===== src/rtl/regfile_pkg.sv =====
// Shared register-file constants and the read-arbiter state encoding.
package regfile_pkg;

  localparam int REG_ADDR_W = 5;
  localparam int REG_DATA_W = 64;
  localparam logic [REG_ADDR_W-1:0] XZR_IDX = 5'd31;

  typedef enum logic [1:0] {
    IDLE,
    READ,
    RESP
  } rd_arb_state_t;

endpackage


===== src/rtl/rr_arbiter.sv =====
// Combinational round-robin picker: the search starts one past rr_ptr and
// wraps modulo NUM_REQ.
module rr_arbiter #(
  parameter  int NUM_REQ = 4,
  localparam int IDX_W   = $clog2(NUM_REQ)
) (
  input  logic [NUM_REQ-1:0] req,
  input  logic [IDX_W-1:0]   rr_ptr,
  output logic [NUM_REQ-1:0] grant,
  output logic [IDX_W-1:0]   grant_idx,
  output logic               grant_any
);

  int cand;

  // NOTE: every output gets a default before the loop, so no path leaves a
  // variable unassigned and no latch is inferred.
  always_comb begin
    grant     = '0;
    grant_idx = '0;
    grant_any = 1'b0;
    cand      = 0;
    for (int i = 1; i <= NUM_REQ; i++) begin
      cand = (int'(rr_ptr) + i) % NUM_REQ;
      if (!grant_any && req[IDX_W'(cand)]) begin
        grant_any                = 1'b1;
        grant[IDX_W'(cand)]      = 1'b1;
        grant_idx                = IDX_W'(cand);
      end
    end
  end

endmodule


===== src/rtl/regfile_rd_arbiter.sv =====
// Round-robin owner of the register-file read port with a registered response.
// Optional write-to-read forwarding is enabled by defining REGFILE_RD_BYPASS_EN.
module regfile_rd_arbiter
  import regfile_pkg::*;
#(
  parameter  int NUM_REQ = 4,
  parameter  int ADDR_W  = REG_ADDR_W,
  parameter  int DATA_W  = REG_DATA_W,
  localparam int IDX_W   = $clog2(NUM_REQ)
) (
  input  logic                           clk,
  input  logic                           reset_n,
  input  logic [NUM_REQ-1:0]             req_valid,
  input  logic [NUM_REQ-1:0][ADDR_W-1:0] req_addr,
  output logic [NUM_REQ-1:0]             req_ready,
  output logic [ADDR_W-1:0]              mux_addr,
  input  logic [DATA_W-1:0]              mux_data,
  output logic                           rsp_valid,
  input  logic                           rsp_ready,
  output logic [DATA_W-1:0]              rsp_data,
  output logic [IDX_W-1:0]               rsp_id,
  input  logic                           wr_en,
  input  logic [ADDR_W-1:0]              wr_addr,
  input  logic [DATA_W-1:0]              wr_data
);

  rd_arb_state_t state_q, state_d;

  logic [ADDR_W-1:0]  addr_q;
  logic [IDX_W-1:0]   id_q;
  logic [IDX_W-1:0]   rr_ptr;
  logic [NUM_REQ-1:0] arb_grant;
  logic [IDX_W-1:0]   arb_idx;
  logic               arb_any;
  logic               grant_en;
  logic               do_grant;
  logic [DATA_W-1:0]  capture_data;

  rr_arbiter #(
    .NUM_REQ (NUM_REQ)
  ) u_rr_arbiter (
    .req       (req_valid),
    .rr_ptr    (rr_ptr),
    .grant     (arb_grant),
    .grant_idx (arb_idx),
    .grant_any (arb_any)
  );

  always_comb begin
    state_d  = state_q;
    grant_en = 1'b0;
    unique case (state_q)
      IDLE: begin
        grant_en = 1'b1;
        if (arb_any) state_d = READ;
      end
      READ: state_d = RESP;
      RESP: begin
        // A new grant may only overlap the cycle the old response is taken.
        if (rsp_ready) begin
          grant_en = 1'b1;
          state_d  = arb_any ? READ : IDLE;
        end
      end
      default: state_d = IDLE;
    endcase
  end

  // Gating with reset_n keeps req_ready low while reset is held even though
  // the state register already reads IDLE.
  assign do_grant  = reset_n && grant_en && arb_any;
  assign req_ready = do_grant ? arb_grant : '0;
  assign rsp_valid = (state_q == RESP);
  assign mux_addr  = addr_q;

`ifdef REGFILE_RD_BYPASS_EN
  // X31 is the zero register, so a write to it must never be forwarded.
  assign capture_data = (wr_en && (wr_addr == addr_q) && (wr_addr != ADDR_W'(XZR_IDX)))
                        ? wr_data : mux_data;
`else
  logic unused_wr;
  assign unused_wr    = ^{wr_en, wr_addr, wr_data};
  assign capture_data = mux_data;
`endif

  // NOTE: state uses non-blocking assignments so every flop samples the
  // pre-edge values; the data registers are reset too because their reset
  // values are architecturally visible on rsp_data/rsp_id/mux_addr.
  always_ff @(posedge clk or negedge reset_n) begin
    if (!reset_n) begin
      state_q  <= IDLE;
      addr_q   <= '0;
      id_q     <= '0;
      rr_ptr   <= IDX_W'(NUM_REQ - 1);
      rsp_data <= '0;
      rsp_id   <= '0;
    end else begin
      state_q <= state_d;
      if (do_grant) begin
        addr_q <= req_addr[arb_idx];
        id_q   <= arb_idx;
        rr_ptr <= arb_idx;
      end
      if (state_q == READ) begin
        rsp_data <= capture_data;
        rsp_id   <= id_q;
      end
    end
  end

endmodule


===== config.mk =====
export PLATFORM = sky130hd
export DESIGN_NAME = regfile_rd_arbiter
export DESIGN_NICKNAME = d
export VERILOG_FILES = /design/src/rtl/regfile_pkg.sv /design/src/rtl/rr_arbiter.sv /design/src/rtl/regfile_rd_arbiter.sv
export SDC_FILE = /design/constraint.sdc
export NUM_CORES = 1
export LEC_CHECK = 0
export BUFFER_PORTS_ARGS = -buffer_cell sky130_fd_sc_hd__buf_2
export CAP_MARGIN = 30
export CORE_ASPECT_RATIO = 0.8
export CORE_MARGIN = 4
export CORE_UTILIZATION = 45
export DETAILED_ROUTE_END_ITERATION = 8
export PLACE_DENSITY = 0.86
export SLEW_MARGIN = 20
export SYNTH_ARGS = -nofsm -noshare
export SYNTH_HDL_FRONTEND = slang
export SYNTH_SLANG_ARGS = --single-unit

===== constraint.sdc =====
create_clock -name clk -period 5.4 [get_ports clk]
set_input_delay 0.27 -clock clk [delete_from_list [all_inputs] [get_ports clk]]
set_output_delay 0.27 -clock clk [all_outputs]
set_load 0.02 [all_outputs]

---- Word level (Yosys, flattened, before mapping) ----
Cells that the tools add are included.
W data, S select, Z words.
operators by class
  add/subtract/negate cells ............... 4
  magnitude comparators ................... 9
  eq/ne operators ......................... 4
  muxes and demuxes ....................... 41
  bitwise operators ....................... 3
  reductions and logical operators ........ 14
operators by type and width
  kind                   number
  $mux W4                5
  $mux W1                18
  $lt A2 B4 Y1 const B   4
  $mux W2                6
  $or A4 B4 Y4           3
  $bmux W5 S2            1
  $logic_and A1 B1 Y1    9
  $bmux W1 S2            4
  $demux W1 S2           4
  $ge A2 B1 Y1 const B   4
  $pmux W2 S3            1
  $mux W5                1
  $add A2 B1 Y2 const B  2
  $add A2 B2 Y2 const B  2
  $logic_not A1 Y1       3
  $lt A2 B3 Y1 const B   1
  $eq A2 B1 Y1 const B   1
  $eq A2 B2 Y1 const B   1
  $logic_not A2 Y1       1
  $ne A2 B1 Y1 const B   1
  $ne A2 B2 Y1 const B   1
  $pmux W1 S2            1
  $reduce_and A2 Y1      1
storage, ports and cells
  register bits ........................... 77
  input port bits ......................... 161
  logic and storage cells ................. 81

---- Logic depth before layout (Yosys ltp) ----
Gate-level depths: netlist of run 1.
  depth after elaboration ................. 17
  depth in mapped cells ................... 10
  mapped depth without buffers ............ 8

---- Cells and area by module ----
A second synthesis of run 1 with hierarchy kept.
unflattened totals
  cells, all modules ...................... 240
  area total of the unflattened synthesis .. 3550.9 um^2
by module, submodules not included
  module              instances  cells an instance  area an instance (um^2)  sequential area each (um^2)
  regfile_rd_arbiter  1          177                3027.9                   1929.4
  rr_arbiter          1          63                 523.0                    0.0

---- Least setup slack after synthesis of run 1 ----
No wires, ideal clock.
  kind .................................... reg-to-reg
  start point ............................. reg rr_ptr[1]
  end point ............................... reg addr_q[3], in the netlist mux_addr[3]
  data arrival time ....................... 3019 ps
  slack ................................... 2256 ps
  cell stages (with the launch flop) ...... 11
  buffers on the path ..................... 2
  cell sequence ........................... dfstp_2 > clkbuf_1 > inv_1 > ha_1 > mux4_2 > nor3_1 > o211a_1 > o31a_1 > buf_6 > mux4_1 > mux2_2
between the ends
  word-level cells in the longest chain between the ends .. 16
ends and longest elaborated chain
  item                                         RTL line                   source
  start, declared                              regfile_rd_arbiter.sv:31   logic [IDX_W-1:0] rr_ptr;
  start signal, assigned                       regfile_rd_arbiter.sv:94   rr_ptr <= IDX_W'(NUM_REQ - 1);
  start signal, assigned                       regfile_rd_arbiter.sv:102  rr_ptr <= arb_idx;
  $add A2 B1 Y2                                rr_arbiter.sv:24           cand = (int'(rr_ptr) + i) % NUM_REQ;
  $bmux W1 S2                                  rr_arbiter.sv:25           if (!grant_any && req[IDX_W'(cand)]) begin
  $mux W1 (not written as such) (2 in series)  rr_arbiter.sv:25
  $mux W1                                      rr_arbiter.sv:25
  $logic_not A1 Y1                             rr_arbiter.sv:25
  $logic_and A1 B1 Y1                          rr_arbiter.sv:25
  $mux W1                                      rr_arbiter.sv:25
  $logic_not A1 Y1                             rr_arbiter.sv:25
  $logic_and A1 B1 Y1                          rr_arbiter.sv:25
  $mux W1                                      rr_arbiter.sv:25
  $logic_not A1 Y1                             rr_arbiter.sv:25
  $logic_and A1 B1 Y1                          rr_arbiter.sv:25
  $mux W2                                      rr_arbiter.sv:25
  $bmux W5 S2                                  regfile_rd_arbiter.sv:100  addr_q <= req_addr[arb_idx];
  $mux W5 (not written as such)                regfile_rd_arbiter.sv:100
  end signal, assigned                         regfile_rd_arbiter.sv:100
  end, declared                                regfile_rd_arbiter.sv:29   logic [ADDR_W-1:0] addr_q;
Parallel ways exist; a longest one is shown, timed or not. The select of a mux whose other input is x is not followed.
A chain may end at the register's enable or synchronous reset.

---- Worst setup path after layout of run 1 ----
  start point ............................. reg rr_ptr[0]
  end point ............................... out req_ready[0]
between the ends
  word-level cells in the longest chain between the ends .. 16
ends and longest elaborated chain
  item                                                                   RTL line                  source
  parallel branches: the longest is 15 deep, another holds $lt A2 B4 Y1  -
  $mux W4 *                                                              regfile_rd_arbiter.sv:72  assign req_ready = do_grant ? arb_grant : '0;
  end, declared                                                          regfile_rd_arbiter.sv:15  output logic [NUM_REQ-1:0] req_ready,
Every way passes the cells marked *. The select of a mux whose other input is x is not followed.

==> summary.md, run 1 <==
| Metric | Value |
|---|---|
| Setup WS pre-CTS | between 1.5 and 2 ns |
| Outcome | completed |
| Std-Cell Core Area | 7460 sq um |
| Element type at the critical path start | flip-flop |
| Fillers | 599 |
| CTS Sinks | 77 |
| Drc violations | 0 |
| Most used routing layer in global routing | met2 |
| Mean instance size in the synthesized netlist | roughly 14 sq um |
| Number of core rows | 28 |
| Chip Height | just under 90 um |
| Count of antenna-violating nets left after detailed routing | 0 |
| Number of endpoints with negative hold slack in the final report | 0 |
| Post-synthesis to final-layout area growth | 32.3% |
| Clock period minus final worst setup slack | roughly 3.8 ns |
| IR Drop Worst-Case VDD | a little over 0.0003 V |
| Tcrit/Tclk final | roughly 70% |
| Area after DPL | ~4400 sq um |
| Total power consumption of the routed design | 3.17 mW |
| Post-placement cell count | about 500 |
| Aggregate global routing overflow | 0 |
| Slew @ Worst Pin | between 0.6 and 0.7 ns |
| Data arrival, critical path | around 3.5 ns |
| Slew Limit Fails | 0 |
| Data required time of the critical path | just over 5 ns |
| Max-Slew Margin vs Limit | roughly 55% |
| Post-Route Skew | approximately 0.0070 ns |
| CTS tree | yes |
| Final total negative setup slack | 0 ns |
| Power per Cell Area | between 600 and 700 nW/um^2 |
| Wire length of the first global-routing pass | between 10,000 and 15,000 um |
| Highest net fanout along the worst path | 13 |
| Count of buffers inserted at the top-level ports | about 170 |
| Final setup viols | 0 |
| Hold WC Path Type | input port to flip-flop |
| Synth warn | 0 |
| Category of the critical setup timing path | flip-flop to output pin |
| Met2 usage | a little under a third |
| Nets@finish | approximately 580 |
| CTS Root Cell | clkbuf_8 |
| Global routing met3 resource utilization | 3.72% |
| Aggregate global-route resource usage | 17.5% |
| Area of the die | just over 9000 sq um |
| Maximum number of pins on one net before global-route repair | between 50 and 60 |
| Starting DRC count in detailed routing | 125 |
| Synthesized area | 3470 sq um |
| Clock latency reported for the late side of the worst-skew pair | 0.34 ns |
| N_diodes | 0 |
| Dpl hpwl | between 6000 and 7000 um |
| Unrepaired setup endpoints after global routing | no |
| Distinct cell type count of the synthesized netlist | 31 |
| Final instance area | 4590 sq um |
| Final Hold Slack | around 0.16 ns |
| Post-Route WL | about 8000 um |
| Instance count of the mapped netlist | about 240 |
| Met1 global-route usage | a little over a fifth |
| Share of post-route cells with drive strength above 1 | 63.5% |
| Routed via count divided by cell count | about 5 |
| Final estimated routing congestion in global placement | between 0.8 and 0.9 |
| CTS max path bufs | 2 |
| Type of element capturing the critical path | output pin |
| Maxcap violations | 0 |
| Post-cts gate resize count | 0 |
| Leakage | 2.29 nW |
| Starting density of the core | approximately 46% |
| Number of primary I/O pins | around 240 |
| Pre-Repair DR Iteration Count | 4 |
| Routed length per placed instance | about 16 um |
| Highest attainable clock frequency | between 200 and 300 MHz |
| Number of H-tree branching levels | 3 |
| Final worst slack | approximately 1.6 ns |
| Syn nets | 410 |
| Antenna violations before repair | 0 |
| Post-route insts no fill | slightly above 500 |
| Via count of the first global-routing pass | about 2,700 |
| Inserted Clock Buffers | 9 |
| Share of the yosys chip area belonging to registers | a little under three fifths |
| Die W | 106 um |
| Finished Core Util | about three fifths |
| Flip-flop and latch count after synthesis | 77 |
| Clock edge transition at the registers on the reported setup and hold paths | ~0.090 ns |
| Detailed-route via count | approximately 2,600 |
final timing paths:
check	startpoint	endpoint	slack (ns)	cells past startpoint
worst max-delay path	rr_ptr[0]	req_ready[0]	1.61	8
worst min-delay path	mux_data[57]	rsp_data[57]	0.16	2
worst max register to register	rr_ptr[0]	mux_addr[3]	1.63	8
worst min register to register	rsp_id[0]	rsp_id[0]	0.48	2
max in group asynchronous	reset_n	rsp_data[42]	4.06	3
min in group asynchronous	reset_n	rsp_data[49]	0.36	2
timing repair:
| action | CTS | global route |
|---|---|---|
| buffers inserted | 0 | 0 |
| hold endpoints to repair | 23 | 0 |
| hold buffers | 1 | 0 |
registers in the layout (all words and copies together), names as in the netlist:
register and flops:
id_q 2, mux_addr 5, rr_ptr 2, rsp_data 64, rsp_id 2, state_q 2
report_power, final:
group / internal [mW] / total (mW) / switching (mW)
clock network: 0.173 / 0.397 / 0.224
logic: 0.771 / 1.73 / 0.957
registers: 0.886 / 1.05 / 0.162
total: 1.83 / 3.17 / 1.34
cell type report:
class	instances	area, sq um	share of cell area [%]
Clock buffer	9	124	2.70
Inverter	5	18.8	0.409
Clock inverter	7	57.6	1.25
Multi-Input combinational cell	146	1460	31.9
Tap cell	105	131	2.86
Sequential cell	77	1930	42.1
Timing Repair Buffer	170	866	18.9
placed cells by master, fill, tap and decap left out, types with 3 or more instances in the layout:
cell type / Yosys / final
nand2_1: 4 / 4
buf_2: 2 / 165
nand3_1: 3 / 3
ha_1: 8 / 8
inv_1: 5 / 5
mux2_2: 71 / 71
o21ai_0: 5 / 5
dfrtp_1: 75 / 75
nand2b_1: 5 / 4
mux2i_1: 20 / 20
nor2_1: 7 / 7
a21oi_1: 3 / 3
clkbuf_8: 0 / 9
mux4_2: 3 / 3
buf_4: 0 / 4
cell usage after synthesis:
cell type,number,area [sq um]
dfrtp_1,75,1880
mux2_2,71,800
mux2i_1,20,200
ha_1,8,100
nor2_1,7,26.3
buf_1,6,22.5
inv_1,5,18.8
nand2b_1,5,31.3
o21ai_0,5,25.0
nand2_1,4,15.0
a21oi_1,3,15.0
clkbuf_1,3,11.3
mux4_2,3,67.6
nand3_1,3,15.0
a221oi_1,2,17.5
a222oi_1,2,20.0
a22oi_1,2,15.0
buf_2,2,10.0
buf_6,2,22.5
dfstp_2,2,52.6
a221o_1,1,10.0
and2b_1,1,7.51
mux4_1,1,26.3
nor2b_1,1,6.26
nor3_1,1,5.00
nor4_1,1,6.26
o211a_1,1,10.0
o211ai_1,1,7.51
o221a_1,1,11.3
o31a_1,1,8.76
o31ai_1,1,7.51
worst max-delay path, stage by stage, from the launching register on:
cell     delay [ns]
dfstp_2        0.73
inv_1          0.24
ha_1           0.48
mux4_2         0.44
nor3_1         0.37
a21oi_1        0.15
nand2_1        0.48
nor2_1         0.10
buf_2          0.18
logic make-up after synthesis:
kind of cell / count (synthesis) / share of synthesized area [%]
adders and majority gates: 8 / 2.89
DFF: 77 / 55.6
and+or+nand+nor: 23 / 3.25
buffers and inverters: 18 / 2.45
muxes: 95 / 31.5
AOI/OAI and AO/OA: 20 / 4.26
routing by layer:
layer  part of all wire, %  vias to the layer above
met3                   6.9                       13
met1                    39                     1240
met5                     0                        -
met2                    52                      118
met4                   1.7                        0
li1                      -                     1212
Note: power is estimated with default switching activity, not from simulation.
==> inputs of run 2 (changes only) <==
--- a/config.mk
+++ b/config.mk
@@ -9,9 +9,9 @@
 export CAP_MARGIN = 30
 export CORE_ASPECT_RATIO = 0.8
 export CORE_MARGIN = 4
-export CORE_UTILIZATION = 45
+export CORE_UTILIZATION = 38
 export DETAILED_ROUTE_END_ITERATION = 8
-export PLACE_DENSITY = 0.86
+export PLACE_DENSITY = 0.77
 export SLEW_MARGIN = 20
 export SYNTH_ARGS = -nofsm -noshare
 export SYNTH_HDL_FRONTEND = slang
==> constraint.sdc (replaced) <==
create_clock -name clk -period 3.43 [get_ports clk]
set_input_delay 0.1715 -clock clk [delete_from_list [all_inputs] [get_ports clk]]
set_output_delay 0.1715 -clock clk [all_outputs]
set_load 0.02 [all_outputs]
==> run 2 against run 1 <==
Against the previous run:
- register-to-register slack worse by 1.4 ns
- flip-flop and latch count stayed put
- sequential power is 56% higher
- clock skew is 0.0039 ns lower
- cell area is 4.7% higher
- critical path type unchanged
- largest cell class unchanged
==> summary.md, run 2 (synthesis gave the netlist of run 1 again) <==
| Metric | Value |
|---|---|
| Number of primary I/O pins | 237 (unchanged) |
| Hold WC Path Type | input port to flip-flop |
| Met1 global-route usage | 19.0% (-2.3 points) |
| Outcome | completed |
| Via count of the first global-routing pass | 2,710 (+0.86%) |
| Category of the critical setup timing path | flip-flop to output pin |
| Net switching power of the design | 2.13 mW (+59%) |
| IR Drop Worst-Case VDD | 0.000512 V (+68%) |
| Number of core rows | 30 (+7.1%) |
| Type of element capturing the critical path | output pin |
| Aggregate global routing overflow | 0 (unchanged) |
| CTS tree | yes |
| Count of antenna-violating nets left after detailed routing | 0 (unchanged) |
| Leakage | 2.39 nW (+4.5%) |
| Most used routing layer in global routing | met2 |
| Internal power consumption | 3.34 mW (+83%) |
| Share of post-route cells with drive strength above 1 | 64.3% (+0.76 points) |
| Count of buffers inserted at the top-level ports | 166 (unchanged) |
| Endpoint of the worst-slack reg-to-reg timing path | mux_addr[3] |
| Data arrival, critical path | 3.06 ns (-0.46 ns) |
| Register with the highest flop count | rsp_data |
| Maximum number of pins on one net before global-route repair | 43 (-22%) |
| Nets@finish | 584 (+1.0%) |
| Commonest non-fill, non-tap cells in the layout | 165 x buf_2, 75 x dfrtp_1, 71 x mux2_2 |
| Starting density of the core | 40.0% (-6.5 points) |
| Clock latency reported for the late side of the worst-skew pair | 0.32 ns (-0.02 ns) |
| Inserted Clock Buffers | 9 (unchanged) |
| Post-Route WL | 8120 um (+0.14%) |
| CTS Sinks | 77 (unchanged) |
| Finished Core Util | 55.4% (-6.1 points) |
| Global routing met3 resource utilization | 5.69% (+2.0 points) |
| Wire length of the first global-routing pass | 13,000 um (+1.6%) |
| Post-route insts no fill | 532 (+2.5%) |
| Routed via count divided by cell count | 4.79 (-3.7%) |
| Area of the die | 10,700 sq um (+17%) |
| # Post-CTS Setup Buffers | 0 (unchanged) |
| Highest attainable clock frequency | a little over 300 MHz |
| CTS Root Cell | clkbuf_16 |
| Die W | 115 um (+8.2%) |
| Number of flip-flops under the largest register name | 64 (unchanged) |
| Slew Limit Fails | 0 (unchanged) |
| R2R depth | 8 (unchanged) |
| Start point of the critical path | rr_ptr[0] |
| Clock Power Share | 18.5% (+6.0 points) |
| Number of endpoints with negative hold slack in the final report | 0 (unchanged) |
| Seq pwr share | 29.9% (-3.1 points) |
| Slew @ Worst Pin | 0.828 ns (+0.152 ns) |
| End of the critical path | req_ready[3] |
| CTS max path bufs | 2 (unchanged) |
| Post-Route Skew | 0.00315 ns (-0.00385 ns) |
| Flop-to-flop setup slack | 0.27 ns (-1.36 ns) |
| Pre-Repair DR Iteration Count | 4 (unchanged) |
| Most common library cell in the layout ignoring fill and taps | buf_2 |
| Clock edge transition at the registers on the reported setup and hold paths | 0.06 ns (-0.03 ns) |
| Antenna violations before repair | 0 (unchanged) |
| Final setup viols | 0 (unchanged) |
| Final total negative setup slack | 0 ns (unchanged) |
| N_diodes | 0 (unchanged) |
| Combinational share of power | 51.6% (-2.9 points) |
| Launch instance of the worst register-to-register path | rr_ptr[0] |
| Dpl hpwl | 6110 um (-2.0%) |
| Highest net fanout along the worst path | 12 (-1) |
| Std-Cell Core Area | 8670 sq um (+16%) |
| Post-synthesis to final-layout area growth | 38.6% |
| Detailed-route via count | 2,550 (-1.3%) |
| Final estimated routing congestion in global placement | 0.813 (-8.0%) |
| Data required time of the critical path | 3.26 ns (-1.87 ns) |
| Element type at the critical path start | flip-flop |
| Unrepaired setup endpoints after global routing | no |
| Clock period minus final worst setup slack | about 3.2 ns |
| Met2 usage | 24.7% (-6.6 points) |
| Tcrit/Tclk final | a little over nine tenths |
| Power per Cell Area | 1140 nW/um^2 (+65%) |
| Routed length per placed instance | 15.3 um (-2.3%) |
| Drc violations | 0 (unchanged) |
| Switching fraction of total power | 38.9% (-3.4 points) |
| Number of H-tree branching levels | 3 (unchanged) |
| Post-placement cell count | 515 (+2.6%) |
| Max-Slew Margin vs Limit | 44.8% (-10 points) |
| Maxcap violations | 0 (unchanged) |
| Starting DRC count in detailed routing | 146 (+17%) |
| Chip Height | 93.5 um (+8.0%) |
| Aggregate global-route resource usage | 15.1% (-2.4 points) |
run 2: stage by stage:
| step | hold slack (ns) | worst slack, ns | power, mW | instance area, sq um |
|---|---|---|---|---|
| 2_1_floorplan | -0.124 | 0.286 | 3.62 | 3470 |
| 3_3_place_gp | 0.149 | 0.368 | 4.40 | 4460 |
| 3_5_place_dp | 0.158 | 0.280 | 4.49 | 4460 |
| 4_1_cts | 0.0602 | 0.123 | 5.54 | 4800 |
| 5_1_grt | 0.0544 | 0.0127 | 5.83 | 4810 |
| 6_report | 0.0777 | 0.195 | 5.47 | 4810 |
run 2: power by group through the flow:
| stage | Combinational (mW) | Clock (mW) | Sequential [mW] |
|---|---|---|---|
| floorplan | 1.45 | 0 | 2.17 |
| global placement | 2.78 | 0 | 1.62 |
| detailed placement | 2.84 | 0 | 1.65 |
| CTS | 2.85 | 1.04 | 1.64 |
| global route | 3.04 | 1.08 | 1.71 |
| finish | 2.82 | 1.01 | 1.64 |
run 2: timing repair:
action                                  in CTS  in global routing
hold buffers                                 1                  0
endpoints found under the setup margin       0                  4
resized for setup                            0                  2
endpoints found under the hold margin       33                  0
run 2: routing by layer:
metal / wire length, um / up-vias
met5: 0 / -
met4: 48 / 0
met3: 803 / 5
met2: 3980 / 117
met1: 3300 / 1204
li1: - / 1224
run 2: critical path, stage by stage, from the launching register on:
cell and delay [ns]:
dfstp_2 0.73, inv_1 0.10, ha_1 0.42, mux4_2 0.45, nor3_1 0.28, o211a_1 0.30, nand3_1 0.10, a21oi_1 0.16
buf_2 0.19
run 2: cell type report:
type | instances | area, sq um
Tap cell | 112 | 140
Timing Repair Buffer | 176 | 923
Sequential cell | 77 | 1930
Clock inverter | 5 | 81.3
Fill cell | 759 | 3860
Clock buffer | 11 | 243
Inverter | 5 | 18.8
Multi-Input combinational cell | 146 | 1470
run 2: worst min-delay path by stage:
stage	from	end	slack [ns]	depth (start not counted)
after floorplan	reset_n	id_q[0]	-0.12	0
after global placement	reset_n	rsp_data[10]	0.15	1
after detailed placement	reset_n	rsp_data[10]	0.16	1
after CTS	mux_data[20]	rsp_data[20]	0.06	2
after global routing	mux_data[14]	rsp_data[14]	0.05	2
final	mux_data[20]	rsp_data[20]	0.08	2
